==> src/rtl/simple_uart_recv_pkg.sv <==
// Shared definitions for the simple UART receiver: status codes,
// receive FSM state encodings and a small shift helper.
package simple_uart_recv_pkg;

    // Status field values reported on sta_o_r
    localparam logic [1:0] SIMPLE_UART_IDLE = 2'b00;
    localparam logic [1:0] SIMPLE_UART_RECV = 2'b10;

    // Receive FSM state encodings (3 bits, unused codes fall back to idle)
    typedef enum logic [2:0] {
        RECV_STA_IDLE  = 3'd0,
        RECV_STA_START = 3'd1,
        RECV_STA_DATA  = 3'd2,
        RECV_STA_STOP  = 3'd3,
        RECV_STA_BRK   = 3'd4
    } recv_state_t;

    // LSB-first deserialisation: new bit enters at bit 7, older bits move down
    function automatic logic [7:0] shift_in_msb(input logic [7:0] sr, input logic b);
        return {b, sr[7:1]};
    endfunction

endpackage

==> src/rtl/simple_uart_sync.sv <==
// Two-flop synchronizer for asynchronous single-bit inputs; the reset
// value is a parameter so idle-high and idle-low lines can both use it.
module simple_uart_sync #(
    parameter logic RST_VAL = 1'b1
) (
    input  logic i_clk,
    input  logic i_rst,
    input  logic i_d,
    output logic o_q
);

    logic r_meta;

    // Two-stage capture of the asynchronous input
    always_ff @(posedge i_clk or posedge i_rst) begin
        if (i_rst) begin
            r_meta <= RST_VAL;
            o_q    <= RST_VAL;
        end else begin
            r_meta <= i_d;
            o_q    <= r_meta;
        end
    end

endmodule

==> src/rtl/simple_uart_recv.sv <==
// 8N1 UART receiver driven by an oversampling tick. Frames are recovered
// by centre sampling and presented through a hold-until-read handshake
// with framing-error and sticky overrun flags.
module simple_uart_recv
    import simple_uart_recv_pkg::*;
#(
    parameter int OVS = 16
) (
    input  logic       clk_i_w,
    input  logic       rst_i_w,
    input  logic       en_i_w,
    input  logic       rxd_i_w,
    input  logic       read_i_w,
    output logic [7:0] rchar_o_r,
    output logic       rdy_o_r,
    output logic       ferr_o_r,
    output logic       ovr_o_r,
    output logic [1:0] sta_o_r
);

    localparam int TW = $clog2(OVS);
    localparam logic [TW-1:0] TICK_HALF = TW'(OVS / 2 - 1);
    localparam logic [TW-1:0] TICK_FULL = TW'(OVS - 1);
    localparam logic [TW-1:0] TICK_ONE  = TW'(1);

    logic          w_rxs;
    recv_state_t   r_state;
    recv_state_t   w_next_state;
    logic [TW-1:0] r_tick_cnt;
    logic [2:0]    r_bit_cnt;
    logic [7:0]    r_shift;
    logic          w_start_smp;
    logic          w_data_smp;
    logic          w_stop_smp;

    simple_uart_sync #(
        .RST_VAL (1'b1)
    ) u_rxd_sync (
        .i_clk (clk_i_w),
        .i_rst (rst_i_w),
        .i_d   (rxd_i_w),
        .o_q   (w_rxs)
    );

    // State register
    always_ff @(posedge clk_i_w or posedge rst_i_w) begin
        if (rst_i_w) begin
            r_state <= RECV_STA_IDLE;
        end else begin
            r_state <= w_next_state;
        end
    end

    // Next-state decode; nothing moves on non-tick cycles
    always_comb begin
        w_next_state = r_state;
        if (en_i_w) begin
            case (r_state)
                RECV_STA_IDLE: begin
                    if (!w_rxs) w_next_state = RECV_STA_START;
                    else        w_next_state = RECV_STA_IDLE;
                end
                RECV_STA_START: begin
                    if (r_tick_cnt == TICK_HALF) begin
                        if (w_rxs) w_next_state = RECV_STA_IDLE;
                        else       w_next_state = RECV_STA_DATA;
                    end else begin
                        w_next_state = RECV_STA_START;
                    end
                end
                RECV_STA_DATA: begin
                    if ((r_tick_cnt == TICK_FULL) && (r_bit_cnt == 3'd7)) w_next_state = RECV_STA_STOP;
                    else                                                 w_next_state = RECV_STA_DATA;
                end
                RECV_STA_STOP: begin
                    if (r_tick_cnt == TICK_FULL) begin
                        if (w_rxs) w_next_state = RECV_STA_IDLE;
                        else       w_next_state = RECV_STA_BRK;
                    end else begin
                        w_next_state = RECV_STA_STOP;
                    end
                end
                RECV_STA_BRK: begin
                    if (w_rxs) w_next_state = RECV_STA_IDLE;
                    else       w_next_state = RECV_STA_BRK;
                end
                default: w_next_state = RECV_STA_IDLE;
            endcase
        end else begin
            w_next_state = r_state;
        end
    end

    // Per-state sample strobes used by the datapath and handshake
    always_comb begin
        w_start_smp = 1'b0;
        w_data_smp  = 1'b0;
        w_stop_smp  = 1'b0;
        if (en_i_w) begin
            case (r_state)
                RECV_STA_START: w_start_smp = (r_tick_cnt == TICK_HALF);
                RECV_STA_DATA:  w_data_smp  = (r_tick_cnt == TICK_FULL);
                RECV_STA_STOP:  w_stop_smp  = (r_tick_cnt == TICK_FULL);
                default: begin
                    w_start_smp = 1'b0;
                    w_data_smp  = 1'b0;
                    w_stop_smp  = 1'b0;
                end
            endcase
        end else begin
            w_start_smp = 1'b0;
            w_data_smp  = 1'b0;
            w_stop_smp  = 1'b0;
        end
    end

    // Tick counter, bit index and shift register, advanced on ticks only
    always_ff @(posedge clk_i_w or posedge rst_i_w) begin
        if (rst_i_w) begin
            r_tick_cnt <= '0;
            r_bit_cnt  <= 3'd0;
            r_shift    <= 8'h00;
        end else if (en_i_w) begin
            case (r_state)
                RECV_STA_IDLE: begin
                    r_tick_cnt <= '0;
                end
                RECV_STA_START: begin
                    if (w_start_smp) begin
                        r_tick_cnt <= '0;
                        r_bit_cnt  <= 3'd0;
                    end else begin
                        r_tick_cnt <= r_tick_cnt + TICK_ONE;
                    end
                end
                RECV_STA_DATA: begin
                    if (w_data_smp) begin
                        r_tick_cnt <= '0;
                        r_bit_cnt  <= r_bit_cnt + 3'd1;
                        r_shift    <= shift_in_msb(r_shift, w_rxs);
                    end else begin
                        r_tick_cnt <= r_tick_cnt + TICK_ONE;
                    end
                end
                RECV_STA_STOP: begin
                    if (w_stop_smp) r_tick_cnt <= '0;
                    else            r_tick_cnt <= r_tick_cnt + TICK_ONE;
                end
                RECV_STA_BRK: begin
                    r_tick_cnt <= '0;
                end
                default: begin
                    r_tick_cnt <= '0;
                    r_bit_cnt  <= 3'd0;
                end
            endcase
        end
    end

    // Frame-in-progress status follows the state being entered
    always_ff @(posedge clk_i_w or posedge rst_i_w) begin
        if (rst_i_w) begin
            sta_o_r <= SIMPLE_UART_IDLE;
        end else if (en_i_w) begin
            sta_o_r <= (w_next_state == RECV_STA_IDLE) ? SIMPLE_UART_IDLE : SIMPLE_UART_RECV;
        end
    end

    // Byte hand-off: completion takes priority over a same-cycle read
    always_ff @(posedge clk_i_w or posedge rst_i_w) begin
        if (rst_i_w) begin
            rchar_o_r <= 8'h00;
            rdy_o_r   <= 1'b0;
            ferr_o_r  <= 1'b0;
            ovr_o_r   <= 1'b0;
        end else if (w_stop_smp) begin
            rchar_o_r <= r_shift;
            rdy_o_r   <= 1'b1;
            ferr_o_r  <= ~w_rxs;
            ovr_o_r   <= read_i_w ? 1'b0 : (ovr_o_r | rdy_o_r);
        end else if (read_i_w) begin
            rdy_o_r   <= 1'b0;
            ferr_o_r  <= 1'b0;
            ovr_o_r   <= 1'b0;
        end
    end

endmodule

==> config.mk <==
export PLATFORM = sky130hd
export DESIGN_NAME = simple_uart_recv
export DESIGN_NICKNAME = d
export VERILOG_FILES = /design/src/rtl/simple_uart_recv_pkg.sv /design/src/rtl/simple_uart_sync.sv /design/src/rtl/simple_uart_recv.sv
export SDC_FILE = /design/constraint.sdc
export NUM_CORES = 1
export LEC_CHECK = 0
export CAP_MARGIN = 5
export CORE_MARGIN = 2
export CORE_UTILIZATION = 35
export CTS_CLUSTER_DIAMETER = 120
export DETAILED_ROUTE_END_ITERATION = 6
export PLACE_DENSITY_LB_ADDON = 0.12
export REMOVE_ABC_BUFFERS = 1
export SYNTH_ARGS = -nofsm -noshare
export SYNTH_HDL_FRONTEND = slang
export SYNTH_HIERARCHICAL = 1
export SYNTH_SLANG_ARGS = --single-unit
==> constraint.sdc <==
create_clock -name clk_i_w -period 2.2 [get_ports clk_i_w]
set_clock_uncertainty 0.15 [all_clocks]
set_input_delay 0.66 -clock clk_i_w [delete_from_list [all_inputs] [get_ports clk_i_w]]
set_output_delay 0.66 -clock clk_i_w [all_outputs]
set_load 0.02 [all_outputs]
==> Implementation_results.wiki, run 1 <==
{| class="wikitable"
! Metric !! Value
|-
| ANT cells || 0
|-
| Die Width || 69.28 um
|-
| Total internal power || 1.001 mW
|-
| Average cell area after synthesis || 12.13 um2
|-
| Pre-CTS WS || -0.2961 ns
|-
| Clock Tree Buf Depth || 2
|-
| Growth of design area from synthesis to finish || 20.39%
|-
| Maximum fanout count along the critical path || 13
|-
| Final hold vios || 0
|-
| Overall overflow remaining after global route || 0
|-
| Worst Setup End Kind || flop
|-
| Sum of buffers and inverters on the critical path || 2
|-
| Setup-violating endpoint count in the final report || 0
|-
| Clock group share of total power || 33.2%
|-
| Seq pwr share || 51.9%
|-
| Proportion of synthesized chip area in sequential cells || 53.86%
|-
| Filler Cell Count || 384
|-
| Setup repair bufs after CTS || 0
|-
| Gp weighted congestion || 0.7985
|-
| IO Pins || 18
|-
| Hold slack || 0.2102 ns
|-
| Number of sinks on the clock net || 32
|-
| Total via count in the routed design || 943
|-
| Worst path top cell family by delay || simple AND/OR/NAND/NOR gates
|-
| Minimum setup slack in the final design || 0.04856 ns
|-
| Hold Buf Count CTS || 0
|-
| TritonCTS clock tree || built
|-
| Share of the cycle needed by the critical path after routing || 97.79%
|-
| Shortest period the worst path allows || 2.151 ns
|-
| Height of the die || 69.28 um
|-
| Synth top cells by count || sky130_fd_sc_hd__dfrtp_1, sky130_fd_sc_hd__mux2_2, sky130_fd_sc_hd__inv_1, sky130_fd_sc_hd__o21ai_0, sky130_fd_sc_hd__nand2_1
|-
| Die footprint || 4800 um2
|-
| Fraction of synthesis flops using an asynchronous set or reset pin || 100.0%
|-
| Number of cells in the design after placement || 187
|-
| Dominant cell type by area after synthesis || sky130_fd_sc_hd__dfrtp_1
|-
| Worst-Skew Late Latency || 0.28 ns
|-
| Highest cell delay on the worst timing path || 0.60 ns
|-
| Core Footprint || 4058 um2
|-
| Combinational group share of total power || 14.9%
|-
| Count of yosys warnings during synthesis || 6
|-
| Worst EP required || 2.21 ns
|-
| Via count normalized by instance count || 4.836
|-
| Initial antenna violation count || 0
|-
| Gate count after technology mapping || 123
|-
| Final net count || 152
|-
| Worst min-delay path category || reg -> reg
|-
| Total net switching power || 381.8 uW
|-
| Post-detailed-route wirelength per cell || 13.16 um
|-
| Cell with the most instances after synthesis || sky130_fd_sc_hd__dfrtp_1
|-
| Global-route wire length before repair || 4450 um
|-
| Top_reg_cell synth || sky130_fd_sc_hd__dfrtp_1
|-
| Number of rows in the core area || 23
|-
| Post-synthesis register bit count || 32
|-
| Post-synth top area share || 50.34%
|-
| Global-route usage over all layers || 11.73%
|-
| Run status || finished clean
|-
| Final Routed Wirelength || 2566 um
|-
| Antenna Nets Post-Route || 0
|-
| Number of buffers created by CTS || 5
|-
| Cell breakdown of the critical path || clkdlybuf4s50_1 > inv_4 > or4_4 > mux2_4
|-
| Buffers added on ports || 16
|-
| Residual DRC || 0
|-
| DRT iter0 DRCs || 68
|-
| Unrepaired setup endpoints after global routing || false
|-
| Number of global-route vias before repair || 992
|-
| Peak supply drop || 0.3661 mV
|-
| Share of total power consumed by net switching || 27.62%
|-
| Post-synthesis instance area || 1491 um2
|-
| Path type of the worst setup path || in -> reg
|-
| Layout Utilization || 44.25%
|-
| Maximum number of pins on one net before global-route repair || 31
|-
| Element type at the critical path start || primary input
|-
| Number of H-tree levels || 2
|-
| Share of layout cells above drive strength 1 || 25.52%
|-
| Number of max-cap violations || 0
|-
| Power Dens Cells || 769.9 nW/um2
|-
| Clock tree root buffer cell || sky130_fd_sc_hd__clkbuf_8
|-
| Overall power after layout || 1.382 mW
|-
| Crit path arrival time || 2.16 ns
|-
| Clock-pin slew on the worst setup and hold paths || 0.06 ns
|-
| Final number of max-transition violations || 0
|-
| Achievable clock frequency || 464.8 MHz
|-
| DR pass1 iterations || 4
|-
| Detail Placement HPWL || 1798 um
|-
| Final non-filler cell total || 195
|-
| Starting utilization of the core area || 36.76%
|-
| Top area cells in the synthesized netlist || sky130_fd_sc_hd__dfrtp_1, sky130_fd_sc_hd__mux2_2, sky130_fd_sc_hd__mux2_4
|-
| Highest-delay cell along the critical path || sky130_fd_sc_hd__or4_4
|-
| Post-synthesis cell type count || 37
|-
| Leakage power || 0.8357 nW
|-
| Number of enable flip-flop cells after synthesis || 0
|}
## flip-flops by register name, summed over array words and instances (netlist names)
register and count:
sta_o_r 1, u_rxd_sync/o_q 1, u_rxd_sync/r_meta 1, r_state 3
rdy_o_r 1, r_shift 8, rchar_o_r 8, ferr_o_r 1
r_tick_cnt 4, ovr_o_r 1, r_bit_cnt 3
## logic make-up after synthesis
| kind of cell | share of synthesized area [%] |
|---|---|
| buf+inv | 6.711 |
| xor+xnor | 0.5874 |
| other cells | 0.2514 |
| fa+ha+maj | 2.517 |
| simple gates | 10.40 |
| compound gates | 8.893 |
| mux | 16.78 |
| flops | 53.86 |
## cells in the final DEF (no fill, tap or decap)
cell                              netlist  routed
sky130_fd_sc_hd__nor2_1                 2       2
sky130_fd_sc_hd__nand3_1                3       3
sky130_fd_sc_hd__o32a_1                 1       1
sky130_fd_sc_hd__clkdlybuf4s50_1        0      16
sky130_fd_sc_hd__o2111ai_1              1       1
sky130_fd_sc_hd__mux2i_1                4       4
sky130_fd_sc_hd__a21oi_1                2       2
sky130_fd_sc_hd__nand3b_1               1       1
sky130_fd_sc_hd__xor2_1                 1       1
sky130_fd_sc_hd__o211ai_1               2       2
sky130_fd_sc_hd__nor2b_1                3       2
sky130_fd_sc_hd__nand2_1                7       7
sky130_fd_sc_hd__o31a_1                 1       1
sky130_fd_sc_hd__and2_1                 1       1
sky130_fd_sc_hd__a21o_1                 1       1
sky130_fd_sc_hd__conb_1                 1       1
sky130_fd_sc_hd__inv_4                  1       1
sky130_fd_sc_hd__clkbuf_8               0       6
sky130_fd_sc_hd__nor3b_2                1       1
sky130_fd_sc_hd__ha_1                   3       3
sky130_fd_sc_hd__o221ai_1               1       1
sky130_fd_sc_hd__o21ba_1                1       1
sky130_fd_sc_hd__o21ai_0                9       9
sky130_fd_sc_hd__nor3_1                 3       3
sky130_fd_sc_hd__dfrtp_1               30      30
sky130_fd_sc_hd__mux2_4                 5       5
sky130_fd_sc_hd__mux2_2                12      12
sky130_fd_sc_hd__o2bb2ai_1              1       1
sky130_fd_sc_hd__buf_4                  1       6
sky130_fd_sc_hd__nor2b_2                0       1
sky130_fd_sc_hd__clkbuf_1               1       1
sky130_fd_sc_hd__and4b_1                1       1
sky130_fd_sc_hd__clkinvlp_4             0       1
sky130_fd_sc_hd__inv_1                  9       9
sky130_fd_sc_hd__nand4_1                2       2
sky130_fd_sc_hd__or4_4                  1       1
sky130_fd_sc_hd__or2_2                  1       1
sky130_fd_sc_hd__or3_1                  1       1
sky130_fd_sc_hd__dfstp_2                2       2
## cell type report
cell class	count	area [um2]	share of cell area [%]
multi-input combinational	73	590.6	32.89
timing repair buffer	22	205.2	11.43
tap	50	62.56	3.484
inverter	10	40.04	2.230
clock buffer	7	86.33	4.808
sequential	32	803.3	44.74
clock inverter	1	7.507	0.4181
## per-stage QoR
stage	TNS [ns]	area [um2]
final	0	1795
after global routing	0	1795
after CTS	0	1793
after detailed placement	-3.992	1699
after global placement	-3.882	1699
after floorplan	0	1431
## worst register-to-register path: cells and delay by family (launching register included)
kind / cells / cell delay, ns
adder cells (fa/ha/maj): 1 / 0.28
flip-flops: 1 / 0.39
multiplexers: 1 / 0.34
AND/OR/NAND/NOR: 2 / 0.73
## layer usage
metal | routed length, um | GRT usage, % | up-vias
li1 | - | - | 468
met1 | 1233 | 15.27 | 450
met2 | 1184 | 17.31 | 20
met3 | 109 | 4.506 | 5
met4 | 38 | 5.229 | 0
met5 | 0 | 0 | -
## power by group through the flow
stage	Combinational (mW)	Clock, mW	Sequential, mW
2_1_floorplan	0.144	0	0.713
3_5_place_dp	0.209	0	0.728
6_report	0.206	0.459	0.717
4_1_cts	0.210	0.479	0.717
5_1_grt	0.242	0.502	0.728
3_3_place_gp	0.200	0	0.726
## worst paths after layout
check                                  start             end  slack [ns]  depth (start not counted)
max in group asynchronous            rst_i_w      r_shift[2]        0.98                          3
max reg2reg                    r_tick_cnt[0]    rchar_o_r[3]        0.19                          4
max                                   en_i_w    rchar_o_r[3]        0.05                          4
min in group asynchronous            rst_i_w  u_rxd_sync/o_q        0.58                          2
min                        u_rxd_sync/r_meta  u_rxd_sync/o_q        0.21                          0
min reg2reg                u_rxd_sync/r_meta  u_rxd_sync/o_q        0.21                          0
## what timing repair did
item                                    4_1_cts  5_1_grt
endpoints found under the setup margin        1        1
endpoints found under the hold margin         0        0
gates cloned                                  0        0
pin swaps                                     1        0
gates resized for setup                       0        1
No activity file was read; power rests on OpenSTA's default activity.
==> run 2, diff against run 1 <==
Settings changed: GPL_TIMING_DRIVEN set to 0, TNS_END_PERCENT set to 5.
==> Implementation_results.wiki, run 2 (synthesis results as in run 1) <==
{| class="wikitable"
! Metric !! Value
|-
| Clock Tree Buf Depth || 2
|-
| Met3 Resource Use GR || 3.924%
|-
| Final hold vios || 0
|-
| TritonCTS clock tree || built
|-
| Cell breakdown of the critical path || clkdlybuf4s50_1
|-
| Share of layout cells above drive strength 1 || 22.30%
|-
| Final number of max-transition violations || 0
|-
| Maximum fanout count along the critical path || 2
|-
| Worst Setup End Kind || output port
|-
| Worst EP required || 1.39 ns
|-
| Worst path top cell family by delay || buffers and inverters
|-
| Number of logic stages on the critical path including buffering || 1
|-
| Number of H-tree levels || 2
|-
| Total via count in the routed design || 932
|-
| Final Routed Wirelength || 2491 um
|-
| Die footprint || 4800 um2
|-
| Setup-violating endpoint count in the final report || 0
|-
| Detail Placement HPWL || 1698 um
|-
| Element type at the critical path start || flop
|-
| Number of sinks on the clock net || 32
|-
| Post-detailed-route wirelength per cell || 13.18 um
|-
| Clock tree root buffer cell || sky130_fd_sc_hd__clkbuf_8
|-
| Number of cells in the design after placement || 181
|-
| Minimum setup slack in the final design || 0.1429 ns
|-
| Path type of the worst setup path || reg -> out
|-
| Number of global-route vias before repair || 920
|-
| ANT cells || 0
|-
| DR pass1 iterations || 4
|-
| Growth of design area from synthesis to finish || 17.78%
|-
| Leading cell type in the layout, fill and taps excluded || sky130_fd_sc_hd__dfrtp_1
|-
| Worst-Skew Late Latency || 0.28 ns
|-
| Shortest period the worst path allows || 2.057 ns
|-
| Normalized max-slew margin || 23.19%
|-
| Buffers added on ports || 16
|-
| Met2 Track Usage GR || 16.24%
|-
| Biggest regs || r_shift (8), rchar_o_r (8), r_tick_cnt (4)
|-
| Highest cell delay on the worst timing path || 0.61 ns
|-
| Most Used Layer, Global Route || met2
|-
| Height of the die || 69.28 um
|-
| DRT iter0 DRCs || 71
|-
| Post-route standard cell area excluding fillers || 1757 um2
|-
| Global-route usage over all layers || 11.74%
|-
| Maximum number of pins on one net before global-route repair || 31
|-
| Overall overflow remaining after global route || 0
|-
| Achievable clock frequency || 486.1 MHz
|-
| Commonest cells after routing, fill and taps aside || sky130_fd_sc_hd__dfrtp_1, sky130_fd_sc_hd__clkdlybuf4s50_1, sky130_fd_sc_hd__mux2_2
|-
| Leakage power || 0.8170 nW
|-
| Number of buffers created by CTS || 5
|-
| IO Pins || 18
|-
| Crit path arrival time || 1.25 ns
|-
| Filler Cell Count || 385
|-
| Peak supply drop || 0.3438 mV
|-
| Residual DRC || 0
|-
| Sum of buffers and inverters on the critical path || 1
|-
| Gp weighted congestion || 0.8316
|-
| Antenna Nets Post-Route || 0
|-
| Overall power after layout || 1.453 mW
|-
| Routing usage on met1 || 15.71%
|-
| Run status || finished clean
|-
| Number of max-cap violations || 0
|-
| Share of the cycle needed by the critical path after routing || 93.50%
|-
| Highest-delay cell along the critical path || sky130_fd_sc_hd__clkdlybuf4s50_1
|-
| Transition time of the tightest slew-check pin || 1.151 ns
|-
| Starting utilization of the core area || 36.76%
|-
| Power Dens Cells || 827.3 nW/um2
|-
| Seq. cell area || 803.3 um2
|-
| Pre-CTS WS || -0.5728 ns
|-
| Multi-input logic area || 588.1 um2
|-
| Global-route wire length before repair || 4374 um
|-
| Number of cells on the worst hold path || 0
|-
| Worst min-delay path category || reg -> reg
|-
| Via count normalized by instance count || 4.931
|-
| Initial antenna violation count || 0
|-
| Final net count || 146
|-
| Unrepaired setup endpoints after global routing || false
|-
| Cell area after placement || 1654 um2
|-
| Layout Utilization || 43.29%
|-
| Setup repair bufs after CTS || 0
|-
| Clock-pin slew on the worst setup and hold paths || 0.07 ns
|-
| Core Footprint || 4058 um2
|-
| Die Width || 69.28 um
|-
| Number of rows in the core area || 23
|-
| Final non-filler cell total || 189
|-
| Reg2reg path depth || 5
|}
[run 2: worst reg2reg max path, cell delays in order (launching register included)]
cell and delay [ns]:
sky130_fd_sc_hd__dfrtp_1 0.39, sky130_fd_sc_hd__ha_1 0.27, sky130_fd_sc_hd__and2_1 0.20, sky130_fd_sc_hd__a21oi_1 0.07
sky130_fd_sc_hd__nor3_1 0.42, sky130_fd_sc_hd__mux2_2 0.39
[run 2: area by class of cell]
class / instances / share of cell area, %
sequential: 32 / 45.73
clock buffer: 6 / 4.131
clock inverter: 2 / 1.994
tap: 50 / 3.561
timing repair buffer: 16 / 8.832
multi-input combinational: 73 / 33.48
inverter: 10 / 2.279
[run 2: path summary, 6_finish.rpt]
check | startpoint | to | slack, ns
max in group asynchronous | rst_i_w | rchar_o_r[2] | 0.35
min in group asynchronous | rst_i_w | u_rxd_sync/r_meta | 0.57
worst min register to register | u_rxd_sync/r_meta | u_rxd_sync/o_q | 0.21
worst max register to register | r_tick_cnt[0] | r_bit_cnt[0] | 0.20
worst max-delay path | rchar_o_r[2] | rchar_o_r[2] | 0.14
worst min-delay path | u_rxd_sync/r_meta | u_rxd_sync/o_q | 0.21
[run 2: metal layers]
metal / share of wire, % / up-vias
li1: - / 464
met1: 50 / 440
met2: 44 / 21
met3: 3.9 / 7
met4: 2.4 / 0
met5: 0 / -
[run 2: through the flow]
step	hold slack (ns)	TNS (ns)
after floorplan	0.1952	0
after global placement	0.1980	-11.99
after detailed placement	0.2010	-13.21
after CTS	0.2111	0
after global routing	0.2175	0
final	0.2122	0
[run 2: repair_timing]
action | CTS | global route
hold buffers | 0 | 0
resized for setup | 1 | 2
setup endpoints to repair | 22 | 8
[run 2: power breakdown]
group          switching [mW]  internal [mW]
combinational           0.106         0.0901
clock                   0.208          0.336
sequential             0.0665          0.648
==> variant: new RTL, settings of run 2 <==
Add an input register stage for `rxd_i_w`; this delays it by one clock. The other inputs are not delayed to match.
--- a/src/rtl/simple_uart_recv.sv
+++ b/src/rtl/simple_uart_recv.sv
@@ -25,2 +25,8 @@
 
+    logic rxd_i_w_q;
+
+    always_ff @(posedge clk_i_w) begin
+        rxd_i_w_q <= rxd_i_w;
+    end
+
     logic          w_rxs;
@@ -40,3 +46,3 @@
         .i_rst (rst_i_w),
-        .i_d   (rxd_i_w),
+        .i_d   (rxd_i_w_q),
         .o_q   (w_rxs)
Formal check against the unedited RTL: not equivalent (Yosys sat finds a counterexample within 4 cycles, from zero or initial values and one cycle with rst_i_w high).
==> variant against run 2 <==
Final area increased by 4.4%. Total power grew 11%. Synthesized area decreased by 0.34%. Routed wire length grew 5.6%. Sequential cell count increased by 1. Global-route usage grew 0.43 points. Setup slack worse by 31 ps. Count of clock-buffer cells in the layout shrank 1. Clock power up 4.6%. Critical endpoint is now rdy_o_r.
==> variant: results (changes against run 2) <==
status: complete, no violations
clock buffer depth: 2 (unchanged)
biggest regs: r_shift: 8 flops, rchar_o_r: 8 flops, r_tick_cnt: 4 flops
Worst VDD drop: 516 uV (+50%)
antenna violations before repair: 0 (unchanged)
Cells after Synth: 124 (+0.81%)
Ys Warns: 6 (unchanged)
Combinational Power Share: 0.176 (+0.041)
family with the most delay on the worst path: buffers and inverters
post-CTS setup buffer count: 2 (+2)
Clock Root Buffer: clkbuf_8
Switch Pwr: 476 uW (+25%)
Final nets: 151 (+3.4%)
CP arrival: 1280 ps (+30 ps)
Worst-path clk slew: 70 ps (about the same)
Static Leakage: 0.000860 uW (+5.3%)
Netlist cell types: 37 (unchanged)
Post-Place Cells: 183 (+1.1%)
crit-path max FO: 3 (+1)
slowest cell delay on critical path: 620 ps
DP HPWL: 1760 um (+3.4%)
port buffer count: 16 (unchanged)
Via density: 5.02 (+1.7%)
H-tree lvl count: 2 (unchanged)
# diodes: 0 (unchanged)
Post-synth top cells: dfrtp_1 (30), mux2_2 (16), inv_1 (8), nand2_1 (8), o21ai_0 (8)
CTS buffer count: 5 (unchanged)
GRT Total Usage: 0.122 (+0.00432)
number of global-route vias before repair: 987 (+7.3%)
Layout Cells excl Fill: 194 (+2.6%)
leading post-synthesis cells by cell area: dfrtp_1 (51%), mux2_2 (12%), dfstp_2 (3.5%)
Post-DP Area: 1660 um^2 (+0.53%)
count of cells resized by post-cts repair: 2 (+1)
wire length of the first global-routing pass: 4590 um (+4.9%)
DR WL/cell: 13.6 um (+2.9%)
clk_lat worst skew: 280 ps (about the same)
share of cells above drive strength 1: 0.250 (+0.0270)
Iteration-0 DRC Markers: 57 (-20%)
post-synthesis async set-or-reset flop share: 0.970 (-0.0303)
Seq/Total Area, Yosys: 0.554 (+0.0153)
GP Congestion: 0.745 (-10%)
slowest CP cell: clkdlybuf4s50_1
min-delay worst type: reg2reg
sequential cell power: 758 uW (+6.2%)
variant: worst paths after layout:
| check | start | end | slack [ps] | cells past startpoint |
|---|---|---|---|---|
| setup / recovery | rdy_o_r | rdy_o_r | 110 | 1 |
| hold / removal | rxd_i_w_q | u_rxd_sync/r_meta | 150 | 0 |
| setup reg to reg | r_tick_cnt[0] | r_shift[5] | 290 | 5 |
| hold reg to reg | rxd_i_w_q | u_rxd_sync/r_meta | 150 | 0 |
| max in group asynchronous | rst_i_w | rchar_o_r[5] | 930 | 3 |
| min in group asynchronous | rst_i_w | r_tick_cnt[2] | 530 | 2 |
variant: final cells by class:
| type | count | area [um^2] |
|---|---|---|
| inverters | 8 | 30.0 |
| fillers | 377 | 2220 |
| well taps | 50 | 62.6 |
| clock inverters | 3 | 46.3 |
| repair buffers | 19 | 210 |
| multi-input cells | 76 | 593 |
| flip-flops and latches | 33 | 823 |
| clock buffers | 5 | 68.8 |
variant: metrics by stage:
step           worst slack, ps  setup TNS, ps  total power (uW)
2_1_floorplan              238              0               958
3_3_place_gp              -761         -11080              1030
3_5_place_dp              -798         -12590              1040
4_1_cts                   41.8              0              1620
5_1_grt                   56.3              0              1720
6_report                   112              0              1610
variant: layer usage:
metal | up-vias | part of all wire | global-route usage
li1 | 474 | - | -
met1 | 478 | 0.47 | 0.147
met2 | 17 | 0.47 | 0.191
met3 | 4 | 0.039 | 0.0451
met4 | 0 | 0.014 | 0.0588
met5 | - | 0 | 0
variant: cell families (layout without fill, tap and decap cells):
family,count (synthesis),in the layout,share of synthesized area
AO/OA/AOI/OAI,28,28,0.130
other,1,1,0.00252
multiplexers,19,19,0.142
adder cells (fa/ha/maj),3,3,0.0253
buffers and inverters,15,35,0.0513
flip-flops,33,33,0.554
AND/OR/NAND/NOR,24,24,0.0892
XOR/XNOR,1,1,0.00589
